[src/rtl/sample_capture.sv]
// sample_capture: SDR/DDR pad sampler with per-bit glitch filter, programmable
// sample divider and a valid/ready output stage with a sticky overrun flag.
module sample_capture #(
    parameter int WIDTH = 32
) (
    input  logic             clk,
    input  logic             reset_n,
    input  logic [WIDTH-1:0] indata,
    input  logic [WIDTH-1:0] indata180,
    input  logic             enable,
    input  logic             falling_edge,
    input  logic             demux_mode,
    input  logic             filter_mode,
    input  logic [23:0]      divider,
    input  logic             sample_ready,
    input  logic             clear_overrun,
    output logic             sample_valid,
    output logic [WIDTH-1:0] sample_data,
    output logic             overrun
);
    localparam int H = WIDTH / 2;

    logic [WIDTH-1:0] r_s1, r_s1_prev, r_filt, r_data;
    logic [23:0]      r_cnt;
    logic             r_valid, r_overrun;
    logic [WIDTH-1:0] w_sel, w_stable, w_filt_next, w_word;
    logic             w_tick, w_load, w_drop;

    assign w_sel       = demux_mode ? {indata180[WIDTH-H-1:0], indata[H-1:0]}
                                    : (falling_edge ? indata180 : indata);
    // A bit only moves once it has been seen at the same level on two clocks.
    assign w_stable    = ~(r_s1 ^ r_s1_prev);
    assign w_filt_next = (r_s1 & w_stable) | (r_filt & ~w_stable);
    assign w_word      = filter_mode ? w_filt_next : r_s1;
    assign w_tick      = enable && (r_cnt == '0);
    assign w_load      = w_tick && (!r_valid || sample_ready);
    assign w_drop      = w_tick && r_valid && !sample_ready;

    always_ff @(posedge clk or negedge reset_n) begin
        if (!reset_n) begin
            r_s1      <= '0;
            r_s1_prev <= '0;
            r_filt    <= '0;
            r_cnt     <= '0;
            r_data    <= '0;
            r_valid   <= 1'b0;
            r_overrun <= 1'b0;
        end else begin
            r_s1      <= w_sel;
            r_s1_prev <= r_s1;
            r_filt    <= w_filt_next;
            r_cnt     <= !enable ? '0 : (w_tick ? divider : r_cnt - 24'd1);
            if (w_load)
                r_data <= w_word;
            r_valid   <= w_tick || (r_valid && !sample_ready);
            r_overrun <= w_drop || (r_overrun && !clear_overrun);
        end
    end

    assign sample_valid = r_valid;
    assign sample_data  = r_data;
    assign overrun      = r_overrun;
endmodule

[config.mk]
export PLATFORM = sky130hd
export DESIGN_NAME = sample_capture
export DESIGN_NICKNAME = d
export VERILOG_FILES = /design/src/rtl/sample_capture.sv
export SDC_FILE = /design/constraint.sdc
export NUM_CORES = 1
export LEC_CHECK = 0
export BUFFER_PORTS_ARGS = -buffer_cell sky130_fd_sc_hd__buf_2
export CAP_MARGIN = 10
export CORE_ASPECT_RATIO = 1.1
export CORE_MARGIN = 8
export CORE_UTILIZATION = 45
export CTS_BUF_LIST = sky130_fd_sc_hd__clkbuf_16
export CTS_CLUSTER_DIAMETER = 50
export DETAILED_ROUTE_END_ITERATION = 12
export PLACE_DENSITY = 0.71
export SETUP_SLACK_MARGIN = 0.15
export SLEW_MARGIN = 0
export SYNTH_ARGS = -nofsm -noshare
export SYNTH_HDL_FRONTEND = slang
export SYNTH_SLANG_ARGS = --single-unit
[constraint.sdc]
create_clock -name clk -period 4.4 [get_ports clk]
set_input_delay 0.44 -clock clk [delete_from_list [all_inputs] [get_ports clk]]
set_output_delay 0.44 -clock clk [all_outputs]
set_load 0.02 [all_outputs]
======== Word level (Yosys, flattened, before mapping) ========
Index checks and enable logic that the tools add are counted.
word-level totals
  bits in writable memories ............... 0
  input port bits ......................... 96
  logic and storage cells ................. 32
  memories kept ........................... 0
  bits in latches ......................... 0
  bits in read-only memories .............. 0
  flip-flop bits (word level) ............. 154
cells by class
  mux-type cells .......................... 5
  reductions and logical operators ........ 13
  div/mod/pow operators ................... 0
  multipliers ............................. 0
  bitwise operators ....................... 6
  equal/unequal tests ..................... 0
  $add $sub $neg .......................... 1
  magnitude comparators ................... 0
  shifts and indexed selects .............. 0
operators with widths
  cell                                                 number
  2-to-1 mux 32 bit                                    3
  bitwise AND 32 bit                                   2
  inverter 32 bit                                      2
  2-to-1 mux 24 bit                                    2
  bitwise OR 32 bit                                    1
  XOR 32 bit                                           1
  logical NOT 24 bit                                   1
  subtractor 24 x 1 -> 24 bit (second input constant)  1
  logical AND 1 bit                                    6
  logical NOT 1 bit                                    3
  logical OR 1 bit                                     3

======== Logic depth before layout (Yosys ltp) ========
Gate-level depths: netlist of run 1.
  depth in word-level cells ............... 6
  mapped depth ............................ 8
  gate-level depth less buffers ........... 7

======== Least setup slack after synthesis of run 1 ========
OpenSTA, ideal clock, no wires.
  path kind ............................... flip-flop to flip-flop
  start point ............................. register r_cnt[0]
  end point ............................... register r_cnt[22]
  arrival ................................. 1903 ps
  setup slack ............................. 2373 ps
  stages on the path, launching flop included .. 8
  required time ........................... 4275 ps
  buffers on the path ..................... 0
  cells stage by stage .................... dfrtp_1 > inv_1 > ha_1 > nor4b_1 > nand4_1 > nor4_1 > xnor2_1 > a21oi_1
on the way
  longest elaborated chain between the ends .. 4
ends and longest elaborated chain
  item                                                                                 line  source
  from (decl)                                                                          24    logic [23:0] r_cnt;
  from (signal assigned)                                                               52    r_cnt <= !enable ? '0 : (w_tick ? divider : r_cnt - 24'd1);
  parallel branches: the longest is 2 deep, another holds subtractor 24 x 1 -> 24 bit  n/a
  2-to-1 mux 24 bit * (2 in a row)                                                     52
Every way passes the cells marked *.
A chain may end at the register's enable or synchronous reset.

======== Final worst setup path of run 1 ========
  start point ............................. register r_cnt[6]
  end point ............................... register r_data[31], in the netlist sample_data[31]
on the way
  longest elaborated chain between the ends .. 3
ends and longest elaborated chain
  item                  line  source
  logical NOT 24 bit    35    assign w_tick = enable && (r_cnt == '0);
  logical AND 1 bit     35
  logical AND 1 bit     36    assign w_load = w_tick && (!r_valid || sample_ready);
  to (signal assigned)  54    r_data <= w_word;
  to (decl)             23    logic [WIDTH-1:0] r_s1, r_s1_prev, r_filt, r_data;
Every way passes these cells.

==> metrics.yaml, run 1 <==
critical_path:
  critical_path.endpoint_type: "register"
  path_max_fanout: 40
  cp.required_ns: 4.68
  critical_path.cell_chain: "nor3_1, and3_1, nand4_2, buf_4, nand2_1, o21ai_0"
  criticalPathCategory: "reg -> reg"
  slowest_stage: "nor3_1"
  crit_family: "simple AND/OR/NAND/NOR gates"
  crit_path_start_kind: "register"
  crit_arrival_ns: 2.97
  critPathMaxStageDelay_ns: 0.63
  path_buf_inv: 1
final_layout:
  area_growth_pct: 22.4
  antennaDiodeCount: 0
  nFillCells: 1100
  final_util: 0.566
  fin_nets: 717
  drive_gt1_frac: 0.288
timing:
  hold_viol: 0
  min_period_ns: 2.70
  worst_pin_slew_ns: 1.06
  drv_slew: 0
  final.setup.tns_ns: 0
  fin_crit_sh: 0.613
  timing.fmax_ghz: 0.371
  setup_viol: 0
  grt_setup_unrepaired: "false"
  fin_skew_ns: 0.00608
  slew_headroom: 0.295
grt:
  grt_start_max_net_pins: 85
  antenna_found_initial: 0
  grt_use_total: 0.163
  use_met1: 0.206
  gr-usage-met2: 0.252
  grt_pass1_wl_um: 22800
  grt_most_used_layer: "met2"
  first_global_vias: 4560
  globalRouteOverflowTotal: 0
  grtUsageMet3: 0.0565
synth:
  synthSimpleGateAreaFrac: 0.0806
  synth_top_family_by_area: "multiplexers"
  synth_cell_types: 36
  synthAdderAreaFrac: 0.0563
  synth_commonest_cells: "dfrtp_1, o21ai_0, nand2_1"
  syn_area_sq_mm: 0.00613
  yosys.cell_count.top_type: "dfrtp_1"
  yosys.area.top_type_share: 0.628
  async_flop_share: 1.00
  syn_nets: 589
  synth-main-ff-cell: "dfrtp_1"
  ys_ff_latch: 154
  synthXorXnorAreaFrac: 0.0271
  synth-warning-count: 0
  yosysTopAreaCell: "dfrtp_1"
  synthTopCellsByArea: "dfrtp_1, mux2i_1, maj3_1"
  synth_seq_area_share: 0.628
  syn_avg_cell_area_sq_um: 12.5
  synth_edf_count: 0
  synth_mux_area_frac: 0.108
  synth-compound-area-share: 0.0834
  syn_inst: 491
clock_network:
  cts.htree.levels: 4
  postCtsHoldBufs: 0
  ctsResizeCount: 0
  cts_buffers: 17
  cts.clk_slew.worst_paths_ns: 0.06
  clk_latency_ns: 0.42
  clk_path_buf_depth: 2
  cts-root-buf: "clkbuf_16"
  post_cts_buffers: 0
  cts_tree: "done"
  cts.sinks: 154
pwr:
  p_per_area_mw_per_mm2: 599
  p_leak_nw: 3.65
  ir_drop_uv: 311
routing:
  viasPerCell: 5.03
  wl_per_cell_um: 16.6
  drtPass1Iterations: 4
  drt_wl_total_um: 13500
  ant_nets: 0
  drc: 0
  first_iter_violations: 225
  num_vias: 4107
floorplan:
  initial_core_util: 0.462
  coreArea_sq_mm: 0.0133
  die-area_sq_mm: 0.0176
  die_width_um: 127
  rows: 44
  num_io_pins: 130
  die_y_um: 138
flow_run:
  maxCapViolCount: 0
place:
  gp_congestion: 0.797
  port_buffers: 129
  dp_hpwl_um: 9370
hold_path:
  hold_path.class: "in -> async"
status:
  outcome: "completed"
==> through the flow <==
stage	worst slack, ns	hold slack [ns]	cells	total power (W)	area [sq um]
after CTS	1.67	0.101	816	0.00455	7510
after global routing	1.42	0.126	816	0.00478	7510
after floorplan	2.37	0.144	491	0.00277	6130
after detailed placement	1.72	0.388	784	0.00317	6960
after global placement	1.83	0.385	784	0.00311	6960
final	1.70	0.0640	816	0.00449	7510
==> worst paths after layout <==
| check | slack [ns] | from | cells past startpoint | to |
|---|---|---|---|---|
| min reg2reg | 0.40 | r_s1[16] | 0 | r_s1_prev[16] |
| min | 0.06 | reset_n | 1 | r_filt[31] |
| max in group asynchronous | 3.38 | reset_n | 2 | r_s1[23] |
| max | 1.70 | r_cnt[6] | 6 | sample_data[31] |
| max reg2reg | 1.70 | r_cnt[6] | 6 | sample_data[31] |
| min in group clk | 0.20 | clear_overrun | 2 | overrun |
==> placed cells by master, fill, tap and decap left out, types with 9 or more instances in the layout <==
master and n:
a21oi_1 16, buf_2 128, clkbuf_16 17, dfrtp_1 154, maj3_1 32, mux2_2 16
mux2i_1 48, nand2_1 62, o21ai_0 64, xnor2_1 9, xor2_1 10
==> per-layer routing <==
metal | part of all wire | vias to the layer above
met1 | 0.45 | 1975
li1 | - | 1987
met3 | 0.073 | 18
met5 | 0 | -
met4 | 0.018 | 0
met2 | 0.46 | 127
==> sequential cells by signal (all words and copies together) (netlist names) <==
register and cells:
r_cnt 24, sample_valid 1, r_filt 32, r_s1 32, r_s1_prev 32, sample_data 32
overrun 1
==> where the power goes <==
group	internal, W	switching (W)	total (W)	leakage (nW)
clock	0.000775	0.000578	0.00135	0.262
sequential	0.00171	0.000206	0.00192	1.91
combinational	0.000499	0.000725	0.00122	1.48
==> logic make-up after synthesis <==
kind of cell | Yosys count
XOR/XNOR | 19
buffers and inverters | 27
adder cells (fa/ha/maj) | 34
AO/OA/AOI/OAI | 92
multiplexers | 64
AND/OR/NAND/NOR | 101
flip-flops | 154
==> cell type report <==
type | instances | area, sq um | area share
Sequential cell | 154 | 3850 | 0.513
Multi-Input combinational cell | 310 | 2180 | 0.290
Tap cell | 184 | 230 | 0.0307
Inverter | 3 | 11.3 | 0.00150
Timing Repair Buffer | 133 | 682 | 0.0908
Clock buffer | 17 | 425 | 0.0567
Clock inverter | 15 | 125 | 0.0167
(Power assumes the default switching activity.)
==> run 2, diff against run 1 <==
--- a/config.mk
+++ b/config.mk
@@ -5,6 +5,7 @@
 export SDC_FILE = /design/constraint.sdc
 export NUM_CORES = 1
 export LEC_CHECK = 0
+export ABC_AREA = 1
 export BUFFER_PORTS_ARGS = -buffer_cell sky130_fd_sc_hd__buf_2
 export CAP_MARGIN = 10
 export CORE_ASPECT_RATIO = 1.1
@@ -13,7 +14,7 @@
 export CTS_BUF_LIST = sky130_fd_sc_hd__clkbuf_16
 export CTS_CLUSTER_DIAMETER = 50
 export DETAILED_ROUTE_END_ITERATION = 12
-export PLACE_DENSITY = 0.71
+export PLACE_DENSITY = 0.7
 export SETUP_SLACK_MARGIN = 0.15
 export SLEW_MARGIN = 0
 export SYNTH_ARGS = -nofsm -noshare
==> constraint.sdc (replaced) <==
create_clock -name clk -period 2.65 [get_ports clk]
set_input_delay 0.265 -clock clk [delete_from_list [all_inputs] [get_ports clk]]
set_output_delay 0.265 -clock clk [all_outputs]
set_load 0.02 [all_outputs]
==> metrics.yaml, run 2 <==
final_layout:
  fin_nets: 980
  area_growth_pct: 20.1
  antennaDiodeCount: 0
  final_cell_mix: "nand2_1, dfrtp_1, buf_2"
  mostFrequentLayoutCell: "nand2_1"
  drive_gt1_frac: 0.196
  nFillCells: 1389
  stdcell_count: 1091
routing:
  first_iter_violations: 220
  drt_wl_total_um: 15800
  num_vias: 5344
  drc: 0
  ant_nets: 0
  drtPass1Iterations: 5
  viasPerCell: 4.90
  wl_per_cell_um: 14.4
critical_path:
  path_common_cell: "nand2_1"
  reg2reg_setup_slack_ns: 0.68
  endpoint: "sample_data[23]"
  critPathMaxStageDelay_ns: 0.38
  crit_path_start_kind: "register"
  slowest_stage: "dfrtp_1"
  cp.required_ns: 2.95
  critical_path.cell_chain: "inv_1, ha_1, nand2_1, inv_1, nand2_1, nor2_2, nand3_4, buf_4, o21ai_0, nand2_1"
  criticalPathCategory: "reg -> reg"
  crit_start: "r_cnt[0]"
  path_max_fanout: 35
  critical_path.endpoint_type: "register"
  r2r_cells: 10
  crit_arrival_ns: 2.27
  rr_startpoint: "r_cnt[0]"
  worstReg2RegEnd: "sample_data[23]"
synth:
  synthTopCellsByArea: "dfrtp_1, nand2_1, o21ai_0"
  synth_mux_area_frac: 0
  synth_seq_area_share: 0.575
  synth-compound-area-share: 0.171
  ys_ff_latch: 154
  synthXorXnorAreaFrac: 0.0157
  yosysTopAreaCell: "dfrtp_1"
  syn_inst: 754
  yosys.cell_count.top_type: "nand2_1"
  synth-main-ff-cell: "dfrtp_1"
  synth_cell_types: 26
  synthAdderAreaFrac: 0.00373
  synth_commonest_cells: "nand2_1, dfrtp_1, o21ai_0"
  synth-warning-count: 0
  synth_edf_count: 0
  syn_nets: 852
  syn_area_sq_mm: 0.00671
  yosys.area.top_type_share: 0.575
  synthSimpleGateAreaFrac: 0.163
  async_flop_share: 1.00
  syn_avg_cell_area_sq_um: 8.90
  synth_top_family_by_area: "compound AO/OA/AOI/OAI gates"
place:
  dp_slack_ns: 0.697
  numPlacedInstances: 1058
  port_buffers: 129
  gp_congestion: 0.889
  dp_hpwl_um: 11700
clock_network:
  ctsResizeCount: 0
  cts.htree.levels: 4
  cts_buffers: 17
  cts-root-buf: "clkbuf_16"
  clk_path_buf_depth: 2
  clk_latency_ns: 0.42
  cts.clk_slew.worst_paths_ns: 0.06
  cts.sinks: 154
  cts_tree: "done"
status:
  outcome: "completed"
timing:
  drv_slew: 0
  worst_slack_ns: 0.680
  hold_viol: 0
  grt_setup_unrepaired: "false"
  min_period_ns: 1.97
  final.setup.tns_ns: 0
  worst_pin_slew_ns: 0.809
  timing.fmax_ghz: 0.508
  fin_crit_sh: 0.743
  setup_viol: 0
  fin_skew_ns: 0.00473
  slew_headroom: 0.459
floorplan:
  rows: 47
  die-area_sq_mm: 0.0191
  initial_core_util: 0.453
  num_io_pins: 130
  coreArea_sq_mm: 0.0148
  die_width_um: 132
  die_y_um: 144
pwr:
  p_leak_nw: 4.27
  ir_drop_uv: 575
  p_per_area_mw_per_mm2: 1020
grt:
  first_global_vias: 5384
  antenna_found_initial: 0
  grt_pass1_wl_um: 26100
  grt_use_total: 0.172
  globalRouteOverflowTotal: 0
  grt_start_max_net_pins: 68
hold_path:
  hold_path.class: "in -> reg"
flow_run:
  maxCapViolCount: 0
-- run 2: kinds of logic (layout without fill, tap and decap cells) --
group,Yosys count,in the layout
adders and majority gates,2,2
buffers and inverters,111,252
xor gates and xnor gates,12,12
AOI/OAI and AO/OA,209,209
DFF,154,154
and+or+nand+nor,266,266
-- run 2: repair_timing --
action,CTS,global route
endpoints found under the hold margin,43,0
setup endpoints to repair,0,0
buffers inserted,0,0
hold buffers,1,0
-- run 2: metal layers --
layer | vias to the layer above | part of all wire | GRT usage
met5 | - | 0 | 0
met4 | 0 | 0.017 | 0.0664
met3 | 19 | 0.052 | 0.0469
met2 | 138 | 0.47 | 0.275
met1 | 2485 | 0.47 | 0.219
li1 | 2702 | - | -
-- run 2: critical path, delay by kind of cell, from the launching register on --
family / cells / cell delay [ns]
compound gates: 1 / 0.21
fa+ha+maj: 1 / 0.16
buf+inv: 3 / 0.51
flops: 1 / 0.38
simple gates: 5 / 0.59
-- run 2: power by group --
| part | switching (W) | internal (W) |
|---|---|---|
| Combinational | 0.00184 | 0.000955 |
| Sequential | 0.000361 | 0.00286 |
| Clock | 0.000906 | 0.00127 |
-- run 2: how the worst min path moves through the flow --
stage	startpoint	endpoint	slack [ns]	depth (start not counted)
final	clear_overrun	overrun	0.04	2
after global routing	clear_overrun	overrun	0.03	2
after CTS	clear_overrun	overrun	0.02	2
after detailed placement	reset_n	r_cnt[10]	0.22	1
after global placement	reset_n	r_cnt[10]	0.22	1
after floorplan	reset_n	overrun	-0.03	0
-- run 2: through the flow --
step / cell area (sq um) / util / total power, W / hold slack (ns)
2_1_floorplan: 6710 / - / 0.00526 / -0.0306
3_3_place_gp: 7510 / 0.507 / 0.00599 / 0.220
3_5_place_dp: 7510 / 0.507 / 0.00604 / 0.224
4_1_cts: 8060 / 0.544 / 0.00825 / 0.0197
5_1_grt: 8060 / 0.544 / 0.00877 / 0.0280
6_report: 8060 / 0.544 / 0.00818 / 0.0371
-- run 2: cell type report --
type	count	area, sq um	share of cell area
well taps	196	245	0.0304
clock buffers	17	425	0.0528
flip-flops and latches	154	3850	0.478
inverters	80	300	0.0373
clock inverters	15	109	0.0135
multi-input cells	489	2370	0.295
repair buffers	140	749	0.0930
==> run 3, diff against run 2 <==
==> constraint.sdc (replaced) <==
create_clock -name clk -period 2 [get_ports clk]
set_input_delay 0.2 -clock clk [delete_from_list [all_inputs] [get_ports clk]]
set_output_delay 0.2 -clock clk [all_outputs]
set_load 0.02 [all_outputs]
==> metrics.yaml, run 3 (same netlist as run 2, synthesis figures left out) <==
timing:
  hold_viol: 0
  worst_pin_slew_ns: 0.647
  final.setup.tns_ns: 0
  fin_skew_ns: 0.00613
  slew_headroom: 0.568
  min_period_ns: 1.84
  fin_crit_sh: 0.919
  setup_viol: 0
  timing.fmax_ghz: 0.544
  grt_setup_unrepaired: "true"
  drv_slew: 0
final_layout:
  drive_gt1_frac: 0.222
  mostFrequentLayoutCell: "nand2_1"
  area_growth_pct: 25.2
  antennaDiodeCount: 0
  fin_nets: 1004
  final_cell_mix: "nand2_1, dfrtp_1, buf_2"
routing:
  num_vias: 5582
  wl_met3_um: 951
  met2WireLength_um: 7730
  drtPass1Iterations: 5
  drt_wl_total_um: 16500
  top_layer_used: "met4"
  first_iter_violations: 374
  ant_nets: 0
  wl_per_cell_um: 14.8
  drc: 0
  viasPerCell: 5.01
  m1WireLength_um: 7380
place:
  dp_hpwl_um: 11800
  port_buffers: 129
  gp_congestion: 0.898
critical_path:
  worstReg2RegEnd: "sample_data[15]"
  crit_cells: 9
  cp.required_ns: 2.36
  slowest_stage: "dfrtp_1"
  critPathMaxStageDelay_ns: 0.43
  critical_path.cell_chain: "nor2_1, nand2_1, nor2_4, nand3_4, buf_6, nor2_4, clkbuf_16, nand2_1, nand2_1"
  reg2reg_setup_slack_ns: 0.16
  path_buf_inv: 2
  crit_family: "simple AND/OR/NAND/NOR gates"
  path_max_fanout: 8
  criticalPathCategory: "reg -> reg"
  critical_path.endpoint_type: "register"
  r2r_cells: 9
  path_common_cell: "nand2_1"
  crit_arrival_ns: 2.20
  rr_startpoint: "r_cnt[14]"
  crit_path_start_kind: "register"
clock_network:
  cts.htree.levels: 4
  cts_buffers: 17
  cts-root-buf: "clkbuf_16"
  cts_tree: "done"
  cts.clk_slew.worst_paths_ns: 0.06
  clk_path_buf_depth: 2
  clk_latency_ns: 0.42
  cts.sinks: 154
floorplan:
  initial_core_util: 0.453
  rows: 47
  coreArea_sq_mm: 0.0148
  die_y_um: 144
  die-area_sq_mm: 0.0191
  num_io_pins: 130
  die_width_um: 132
pwr:
  ir_drop_uv: 725
  p_leak_nw: 4.42
  p_per_area_mw_per_mm2: 1350
  p_total_w: 0.0113
hold_path:
  hold_end: "r_s1[4]"
  hold_path.class: "in -> reg"
  min_path_cells: 3
  hold_start: "indata[4]"
grt:
  globalRouteOverflowTotal: 0
  grt_pass1_wl_um: 26800
  first_global_vias: 5637
  grt_start_max_net_pins: 65
  grt_use_total: 0.175
  antenna_found_initial: 0
status:
  outcome: "completed"
flow_run:
  maxCapViolCount: 0
[run 3: cell count changes in the layout (fill, tap and decap cells not counted), sizes merged]
| cell | previous run | this run |
|---|---|---|
| dlygate4sd3 | 1 | 9 |
| inv | 82 | 83 |
| buf | 139 | 152 |
| nor2 | 77 | 78 |
| nand3 | 15 | 16 |
| clkbuf | 17 | 18 |
| clkinvlp | 4 | 3 |
[run 3: through the flow]
step / area [sq um] / hold WS [ns] / utilization / instances / worst slack, ns
5_1_grt: 8400 / 0.00257 / 0.567 / 1115 / 0.0680
3_5_place_dp: 7580 / 0.185 / 0.512 / 1064 / 0.173
2_1_floorplan: 6710 / -0.0956 / - / 754 / 0.489
6_report: 8400 / 0.00313 / 0.567 / 1115 / 0.161
4_1_cts: 8220 / 0.00105 / 0.555 / 1105 / 0.147
3_3_place_gp: 7580 / 0.189 / 0.512 / 1064 / 0.221
[run 3: per-layer routing]
layer  vias up  global-route usage
met5         -                   0
met4         0              0.0789
met3        33              0.0466
met2       171               0.284
met1      2605               0.215
li1       2773                   -
[run 3: how the worst max path moves through the flow]
stage | from | endpoint | slack (ns)
floorplan | r_cnt[0] | sample_data[17] | 0.49
global placement | r_cnt[0] | sample_data[29] | 0.22
global route | r_cnt[14] | sample_data[25] | 0.07
CTS | r_cnt[0] | sample_data[7] | 0.15
finish | r_cnt[14] | sample_data[15] | 0.16
detailed placement | r_cnt[0] | sample_data[7] | 0.17
[run 3: area by class of cell]
type	instances	area (sq um)
timing repair buffer	162	1020
clock buffer	17	425
clock inverter	15	126
fill	1331	6420
inverter	80	300
tap	196	245
sequential	154	3850
multi-input combinational	491	2430
[run 3: worst register-to-register path, cell delays in order, from the launching register on]
cell	delay, ns
dfrtp_1	0.43
nor2_1	0.19
nand2_1	0.15
nor2_4	0.18
nand3_4	0.20
buf_6	0.19
nor2_4	0.14
clkbuf_16	0.19
nand2_1	0.07
nand2_1	0.06
[run 3: where the power goes]
part / leakage, nW / switching (W) / internal, W
combinational: 2.23 / 0.00258 / 0.00148
clock: 0.266 / 0.00127 / 0.00171
sequential: 1.93 / 0.000488 / 0.00378
total: 4.42 / 0.00434 / 0.00697
[run 3: timing repair]
action                                 CTS  global route
setup buffers                            0             7
gates cloned                             0             3
hold buffers                             9             0
endpoints found under the hold margin   57             0
pin swaps                                0             5
setup endpoints to repair                1            52
gates resized for setup                  0            20
